$ cat src/rtl/mem_port_arbiter.sv
// Arbiter sharing one single-port memory between the fetch port and the data port.
// Build option: define MEM_ARB_RR_EN for round-robin tie-breaking (default is fixed DM priority).
module mem_port_arbiter #(
   parameter int unsigned TIMEOUT = 255
) (
   input  logic        clk_i,
   input  logic        reset_i,
   input  logic        if_req_i,
   input  logic [31:0] if_addr_i,
   output logic [31:0] if_rdata_o,
   output logic        if_valid_o,
   input  logic        dm_req_i,
   input  logic        dm_we_i,
   input  logic [31:0] dm_addr_i,
   input  logic [31:0] dm_wdata_i,
   output logic [31:0] dm_rdata_o,
   output logic        dm_valid_o,
   output logic        stall_o,
   output logic        err_o,
   output logic        mem_req_o,
   output logic        mem_we_o,
   output logic [31:0] mem_addr_o,
   output logic [31:0] mem_wdata_o,
   input  logic [31:0] mem_rdata_i,
   input  logic        mem_ack_i
);

   // state   | meaning
   // IDLE    | no access outstanding, arbitrate eligible requests
   // BUSY_IF | fetch access outstanding on the memory bus
   // BUSY_DM | load/store access outstanding on the memory bus
   typedef enum logic [1:0] {IDLE, BUSY_IF, BUSY_DM} state_e;

   localparam int unsigned    CW       = (TIMEOUT > 0) ? $clog2(TIMEOUT + 1) : 1;
   localparam logic [CW-1:0]  CNT_LAST = (TIMEOUT > 0) ? CW'(TIMEOUT - 1) : '0;
   localparam bit             WD_EN    = (TIMEOUT != 0);
   localparam logic [31:0]    NOP      = 32'h0000_0013;

   state_e        state_q, state_d;
   logic [CW-1:0] cnt_q, cnt_d;
   logic          mem_req_q, mem_req_d;
   logic          mem_we_q, mem_we_d;
   logic [31:0]   mem_addr_q, mem_addr_d;
   logic [31:0]   mem_wdata_q, mem_wdata_d;
   logic [31:0]   if_rdata_q, if_rdata_d;
   logic          if_valid_q, if_valid_d;
   logic [31:0]   dm_rdata_q, dm_rdata_d;
   logic          dm_valid_q, dm_valid_d;
   logic          err_q, err_d;

   logic if_elig, dm_elig;
   logic grant_if, grant_dm;
   logic timeout_hit;

   // A port whose valid is pulsing this cycle has just been served.
   assign if_elig = if_req_i & ~if_valid_q;
   assign dm_elig = dm_req_i & ~dm_valid_q;

`ifdef MEM_ARB_RR_EN
   logic last_grant_q;  // 0 = IF, 1 = DM

   always_ff @(posedge clk_i or posedge reset_i) begin
      if (reset_i) begin
         last_grant_q <= 1'b0;
      end else if ((state_q == IDLE) && (if_elig || dm_elig)) begin
         last_grant_q <= grant_dm;
      end
   end

   assign grant_dm = dm_elig & (~if_elig | ~last_grant_q);
`else
   assign grant_dm = dm_elig;
`endif
   assign grant_if = if_elig & ~grant_dm;

   // cnt_q+1 is the number of BUSY cycles including the current one.
   assign timeout_hit = WD_EN && (cnt_q == CNT_LAST);

   always_ff @(posedge clk_i or posedge reset_i) begin
      if (reset_i) begin
         state_q     <= IDLE;
         cnt_q       <= '0;
         mem_req_q   <= 1'b0;
         mem_we_q    <= 1'b0;
         mem_addr_q  <= '0;
         mem_wdata_q <= '0;
         if_rdata_q  <= '0;
         if_valid_q  <= 1'b0;
         dm_rdata_q  <= '0;
         dm_valid_q  <= 1'b0;
         err_q       <= 1'b0;
      end else begin
         state_q     <= state_d;
         cnt_q       <= cnt_d;
         mem_req_q   <= mem_req_d;
         mem_we_q    <= mem_we_d;
         mem_addr_q  <= mem_addr_d;
         mem_wdata_q <= mem_wdata_d;
         if_rdata_q  <= if_rdata_d;
         if_valid_q  <= if_valid_d;
         dm_rdata_q  <= dm_rdata_d;
         dm_valid_q  <= dm_valid_d;
         err_q       <= err_d;
      end
   end

   always_comb begin
      state_d = state_q;
      case (state_q)
         IDLE: begin
            if (grant_dm) begin
               state_d = BUSY_DM;
            end else if (grant_if) begin
               state_d = BUSY_IF;
            end
         end
         BUSY_IF, BUSY_DM: begin
            if (mem_ack_i || timeout_hit) begin
               state_d = IDLE;
            end
         end
         default: state_d = IDLE;
      endcase
   end

   always_comb begin
      cnt_d       = cnt_q;
      mem_req_d   = mem_req_q;
      mem_we_d    = mem_we_q;
      mem_addr_d  = mem_addr_q;
      mem_wdata_d = mem_wdata_q;
      if_rdata_d  = if_rdata_q;
      if_valid_d  = 1'b0;
      dm_rdata_d  = dm_rdata_q;
      dm_valid_d  = 1'b0;
      err_d       = 1'b0;
      case (state_q)
         IDLE: begin
            if (grant_dm) begin
               cnt_d       = '0;
               mem_req_d   = 1'b1;
               mem_we_d    = dm_we_i;
               mem_addr_d  = dm_addr_i;
               mem_wdata_d = dm_wdata_i;
            end else if (grant_if) begin
               cnt_d       = '0;
               mem_req_d   = 1'b1;
               mem_we_d    = 1'b0;
               mem_addr_d  = if_addr_i;
            end
         end
         BUSY_IF: begin
            if (mem_ack_i) begin
               if_rdata_d = mem_rdata_i;
               if_valid_d = 1'b1;
               mem_req_d  = 1'b0;
            end else if (timeout_hit) begin
               if_rdata_d = NOP;
               if_valid_d = 1'b1;
               err_d      = 1'b1;
               mem_req_d  = 1'b0;
            end else begin
               cnt_d = cnt_q + 1'b1;
            end
         end
         BUSY_DM: begin
            if (mem_ack_i) begin
               if (!mem_we_q) begin
                  dm_rdata_d = mem_rdata_i;
               end
               dm_valid_d = 1'b1;
               mem_req_d  = 1'b0;
            end else if (timeout_hit) begin
               dm_rdata_d = '0;
               dm_valid_d = 1'b1;
               err_d      = 1'b1;
               mem_req_d  = 1'b0;
            end else begin
               cnt_d = cnt_q + 1'b1;
            end
         end
         default: begin
            mem_req_d = 1'b0;
         end
      endcase
   end

   // Built from inputs and valid registers only, so no path from mem_ack_i.
   assign stall_o = (if_req_i & ~if_valid_q) | (dm_req_i & ~dm_valid_q);

   assign if_rdata_o  = if_rdata_q;
   assign if_valid_o  = if_valid_q;
   assign dm_rdata_o  = dm_rdata_q;
   assign dm_valid_o  = dm_valid_q;
   assign err_o       = err_q;
   assign mem_req_o   = mem_req_q;
   assign mem_we_o    = mem_we_q;
   assign mem_addr_o  = mem_addr_q;
   assign mem_wdata_o = mem_wdata_q;

endmodule

$ cat config.mk
export PLATFORM = sky130hd
export DESIGN_NAME = mem_port_arbiter
export DESIGN_NICKNAME = d
export VERILOG_FILES = /design/src/rtl/mem_port_arbiter.sv
export SDC_FILE = /design/constraint.sdc
export NUM_CORES = 1
export LEC_CHECK = 0
export ABC_AREA = 1
export CORE_MARGIN = 1
export CORE_UTILIZATION = 38
export CTS_CLUSTER_SIZE = 12
export DETAILED_ROUTE_END_ITERATION = 8
export PLACE_DENSITY = 0.72
export SETUP_SLACK_MARGIN = 0.4
export SYNTH_ARGS = -nofsm -noshare
export SYNTH_HDL_FRONTEND = slang
export SYNTH_SLANG_ARGS = --single-unit
$ cat constraint.sdc
create_clock -name clk_i -period 4.7 [get_ports clk_i]
set_input_delay 0.705 -clock clk_i [delete_from_list [all_inputs] [get_ports clk_i]]
set_output_delay 0.705 -clock clk_i [all_outputs]
set_load 0.01 [all_outputs]
* Word level (Yosys, flattened, before mapping) *
Cells that the tools add are included.

operators by class
  $add $sub $neg = 1
  $mul = 0
  div/mod/pow operators = 0
  magnitude comparators = 0
  equality and inequality tests = 9
  shifts and indexed selects = 0
  muxes and demuxes = 29
  bitwise gates (word level) = 7
  reductions and logical operators = 13

operator list
  kind                                                                      number
  32-bit two-way mux                                                        7
  8-bit two-way mux                                                         4
  8-bit case mux with 2 select lines                                        1
  1-bit two-way mux                                                         12
  2-bit AND reduction                                                       5
  8-bit by 1-bit adder with 8-bit output (second input constant)            1
  8-bit == test (second input constant)                                     1
  2-bit two-way mux                                                         3
  2-bit inequality test (second input constant)                             3
  2-bit nonzero test                                                        3
  2-bit case mux with 2 select lines                                        1
  4-bit AND reduction                                                       1
  1-bit bitwise AND                                                         3
  3-bit by 1-bit inequality test with 1-bit output (second input constant)  1
  3-bit inequality test (second input constant)                             1
  1-bit NOT                                                                 3
  3-bit AND reduction                                                       1
  2-bit by 1-bit == test with 1-bit output (second input constant)          1
  2-bit == test (second input constant)                                     1
  2-bit zero test                                                           1
  2-bit by 1-bit inequality test with 1-bit output (second input constant)  1
  1-bit case mux with 2 select lines                                        1
  2-bit OR reduction                                                        1
  1-bit logical OR                                                          1
  1-bit bitwise OR                                                          1

storage, ports and cells
  flip-flop bits (word level) = 143
  latch bits = 0
  memory bits (writable) = 0
  ROM bits = 0
  output and inout bits = 134
  logic and storage cells = 70
  memories kept = 0

* Logic depth before layout (Yosys ltp) *
  depth after elaboration = 7
  mapped depth = 11
  gate-level depth less buffers = 10

* Least setup slack after synthesis *
No wires, ideal clock.

  path type = input port to output port
  from = input port dm_req_i
  to = output port stall_o
  arrival = 1.004 ns
  path slack = 2.991 ns
  stages = 3
  path through = buf_4 > nand2_4 > nand2_4

between the ends
  cells in the longest elaborated chain, start to end = 2

RTL lines
  item               RTL line  text
  start, declared    12        input logic dm_req_i,
  1-bit bitwise AND  189       assign stall_o = (if_req_i & ~if_valid_q) | (dm_req_i & ~dm_valid_q);
  1-bit bitwise OR   189
  end, declared      18        output logic stall_o,

Every way passes these cells.

* Worst setup path in the final report *
  from = register dm_valid_q (netlist: dm_valid_o)
  to = output port stall_o

between the ends
  cells in the longest elaborated chain, start to end = 3

RTL lines
  item                    RTL line  text
  start, declared         48        logic dm_valid_q, dm_valid_d;
  start signal, assigned  102       dm_valid_q <= dm_valid_d;
  1-bit NOT               189
  1-bit bitwise AND       189
  1-bit bitwise OR        189

Every way passes these cells.

==> flow_summary.ini <==
[final_layout]
final_cell_mix = 273 x nand2_1, 267 x clkdlybuf4s50_1, 143 x dfrtp_1
drive_gt1_frac = 0.08325
fin_area_um2 = 9552
layout.nets = 1075
n_antenna_cell = 0
syn_to_final_growth_pct = 55.51
finalNonFillerCells = 1165
fin_util = 0.6035
final_common_cell = nand2_1
nFillCells = 1393

[min_path]
hold_class = reg -> reg
worstHoldStart = mem_req_o$_DFFE_PP0P_
whs_path_depth = 2
holdPathEnd = mem_req_o$_DFFE_PP0P_

[floorplan]
initial_core_util = 0.3881
die_h_um = 129.1
core_um2 = 15830
dieArea_um2 = 16680
rows = 46
die_w_um = 129.1
ios = 268

[detailed_routing]
routed_wl_um = 18000
num_vias = 5447
vias_per_cell = 4.676
drcViolationCount = 0
avgRoutedWirePerCell_um = 15.45
first_pass_iters = 4
drt-initial-drc-count = 293
ant_nets = 0

[clock_network]
root_buffer = clkbuf_16
path_clk_slew_ns = 0.06
cts_resized = 0
postCtsSetupRepairBufs = 0
cts_hold_buf = 0
cts_max_level = 4
cts.path.max_buffers = 2
cts_num_sinks = 143
cts_tree = yes
numCtsBuffers = 17
worstSkewPairLatency_ns = 0.41

[job]
maxCapViolations = 0

[setup_path]
critPathCaptureType = primary output
reg2reg_depth = 6
worstPathRequired_ns = 3.99
timing_worst_setup_path_type = reg -> out
rr_startpoint = dm_valid_o$_DFF_PP0_
crit_fanout = 34
cp-start-kind = flip-flop
cp_slowest_stage_delay_ns = 0.58
crit_arrival_ns = 2.47
cp_slowest_cell = clkdlybuf4s50_1
path_common_cell = nand2_4
r2r_slack_ns = 1.98
timing.rr.end = mem_addr_o[23]$_DFFE_PP0P_
path_cells = inv_2 > nand2_4 > nand2_4 > clkdlybuf4s50_1

[sta]
postLayoutSetupSlackWorst_ns = 1.526
worstMarginPinSlew_ns = 1.004
max_freq_ghz = 0.3151
post-route-min-period_ns = 3.174
grt_setup_unrepaired = no
finClkSkew_ns = 0.008505
setup-violations-final = 0
finalHoldViolCount = 0
finalCritPeriodShare = 0.6753
slew_headroom = 0.3297
maxSlewViolCount = 0
setup_tns_ns = 0

[placed_design]
placed_cell_area_um2 = 8904
port_buffers = 267
dp_cells = 1133
place_ws_ns = 1.558
gp_congestion = 0.7952
detailed_place_hpwl_um = 12360

[logic_synthesis]
synth_edf_count = 0
synth_cell_types = 26
yosysSeqAreaShare = 0.5826
syn_area_per_cell_um2 = 8.967
async_flop_share = 1.000
synth_fp_nets = 824
yosysWarnings = 0
synth_area_um2 = 6142
synth_cells = 685
synth.largest_area_cell = dfrtp_1
ys_seq_elements = 143
synthTopCellsByArea = dfrtp_1 58%, nand2_1 17%, o21ai_2 4.6%
synth_top_area_share = 0.5826
synth_flop_cell = dfrtp_1

[global_route]
grt_pass1_wl_um = 27630
track_usage = 0.2181
antenna_found_initial = 0
grt_pass1_vias = 5202
grt_overflow = 0
grt_max_degree = 144

[power]
vdd_drop_max_mv = 0.2902
powerDensity_nw_per_um2 = 655.6
p_leak_nw = 4.293

[run_status]
outcome = completed
flip-flops by register name, summed over array words and instances, names as in the netlist, 2 cells and up:
register and flops:
if_rdata_o 32, cnt_q 8, mem_addr_o 32, mem_wdata_o 32, dm_rdata_o 32, state_q 2
metrics by stage:
stage | total power [mW] | hold slack [ns]
4_1_cts | 6.332 | 0.4763
3_3_place_gp | 4.774 | 0.4597
3_5_place_dp | 4.824 | 0.4620
2_1_floorplan | 3.360 | 0.4489
6_report | 6.262 | 0.4748
5_1_grt | 6.673 | 0.4928
power breakdown:
part           switching [mW]  leakage (nW)  internal, mW
clock network           0.502         0.310         0.970
logic                    1.30          2.21          1.37
registers               0.325          1.77          1.79
total                    2.13          4.29          4.13
logic make-up after synthesis:
logic type	synth area share
simple gates	0.2479
compound gates	0.1106
flops	0.5826
fa+ha+maj	0.01019
buf+inv	0.04868
cell type report:
class / instances / area [µm²] / share of cell area
clock buffer: 22 / 464.2 / 0.04860
tap: 216 / 270.3 / 0.02829
sequential: 143 / 3578 / 0.3746
inverter: 17 / 67.56 / 0.007074
multi-input combinational: 485 / 2265 / 0.2371
clock inverter: 10 / 183.9 / 0.01926
timing repair buffer: 272 / 2723 / 0.2850
synth_stat cells (2+ instances only):
cell type,n
buf_4,3
nand2_1,273
buf_2,11
inv_2,3
o21ai_2,32
clkbuf_1,17
inv_1,13
nand3_1,36
nand2_2,4
a31oi_1,32
nand2_4,3
o21ai_0,34
nor2_1,57
ha_1,5
nor3_1,2
dfrtp_1,143
buf_6,8
layer usage:
metal  share of wire  wire (µm)  track usage  vias up
li1                -          -            -     2710
met1            0.41       7298       0.2624     2507
met2            0.48       8625       0.3479      216
met3            0.10       1832      0.09372       14
met4           0.014        243      0.07889        0
met5               0          0            0        -
how the worst max path moves through the flow:
stage                            to                 start  slack [ns]
2_1_floorplan  cnt_q[0]$_DFFE_PP0P_               reset_i        2.20
6_report                    stall_o  dm_valid_o$_DFF_PP0_        1.53
3_3_place_gp                stall_o              dm_req_i        1.56
4_1_cts                     stall_o  dm_valid_o$_DFF_PP0_        1.49
5_1_grt                     stall_o  dm_valid_o$_DFF_PP0_        1.40
3_5_place_dp                stall_o              dm_req_i        1.56
worst max-delay path, delay by kind of cell (launching register included):
family | cells | cell delay (ns)
and+or+nand+nor | 2 | 0.61
DFF | 1 | 0.38
buffers and inverters | 2 | 1.06
Note: power is estimated with default switching activity, not from simulation.
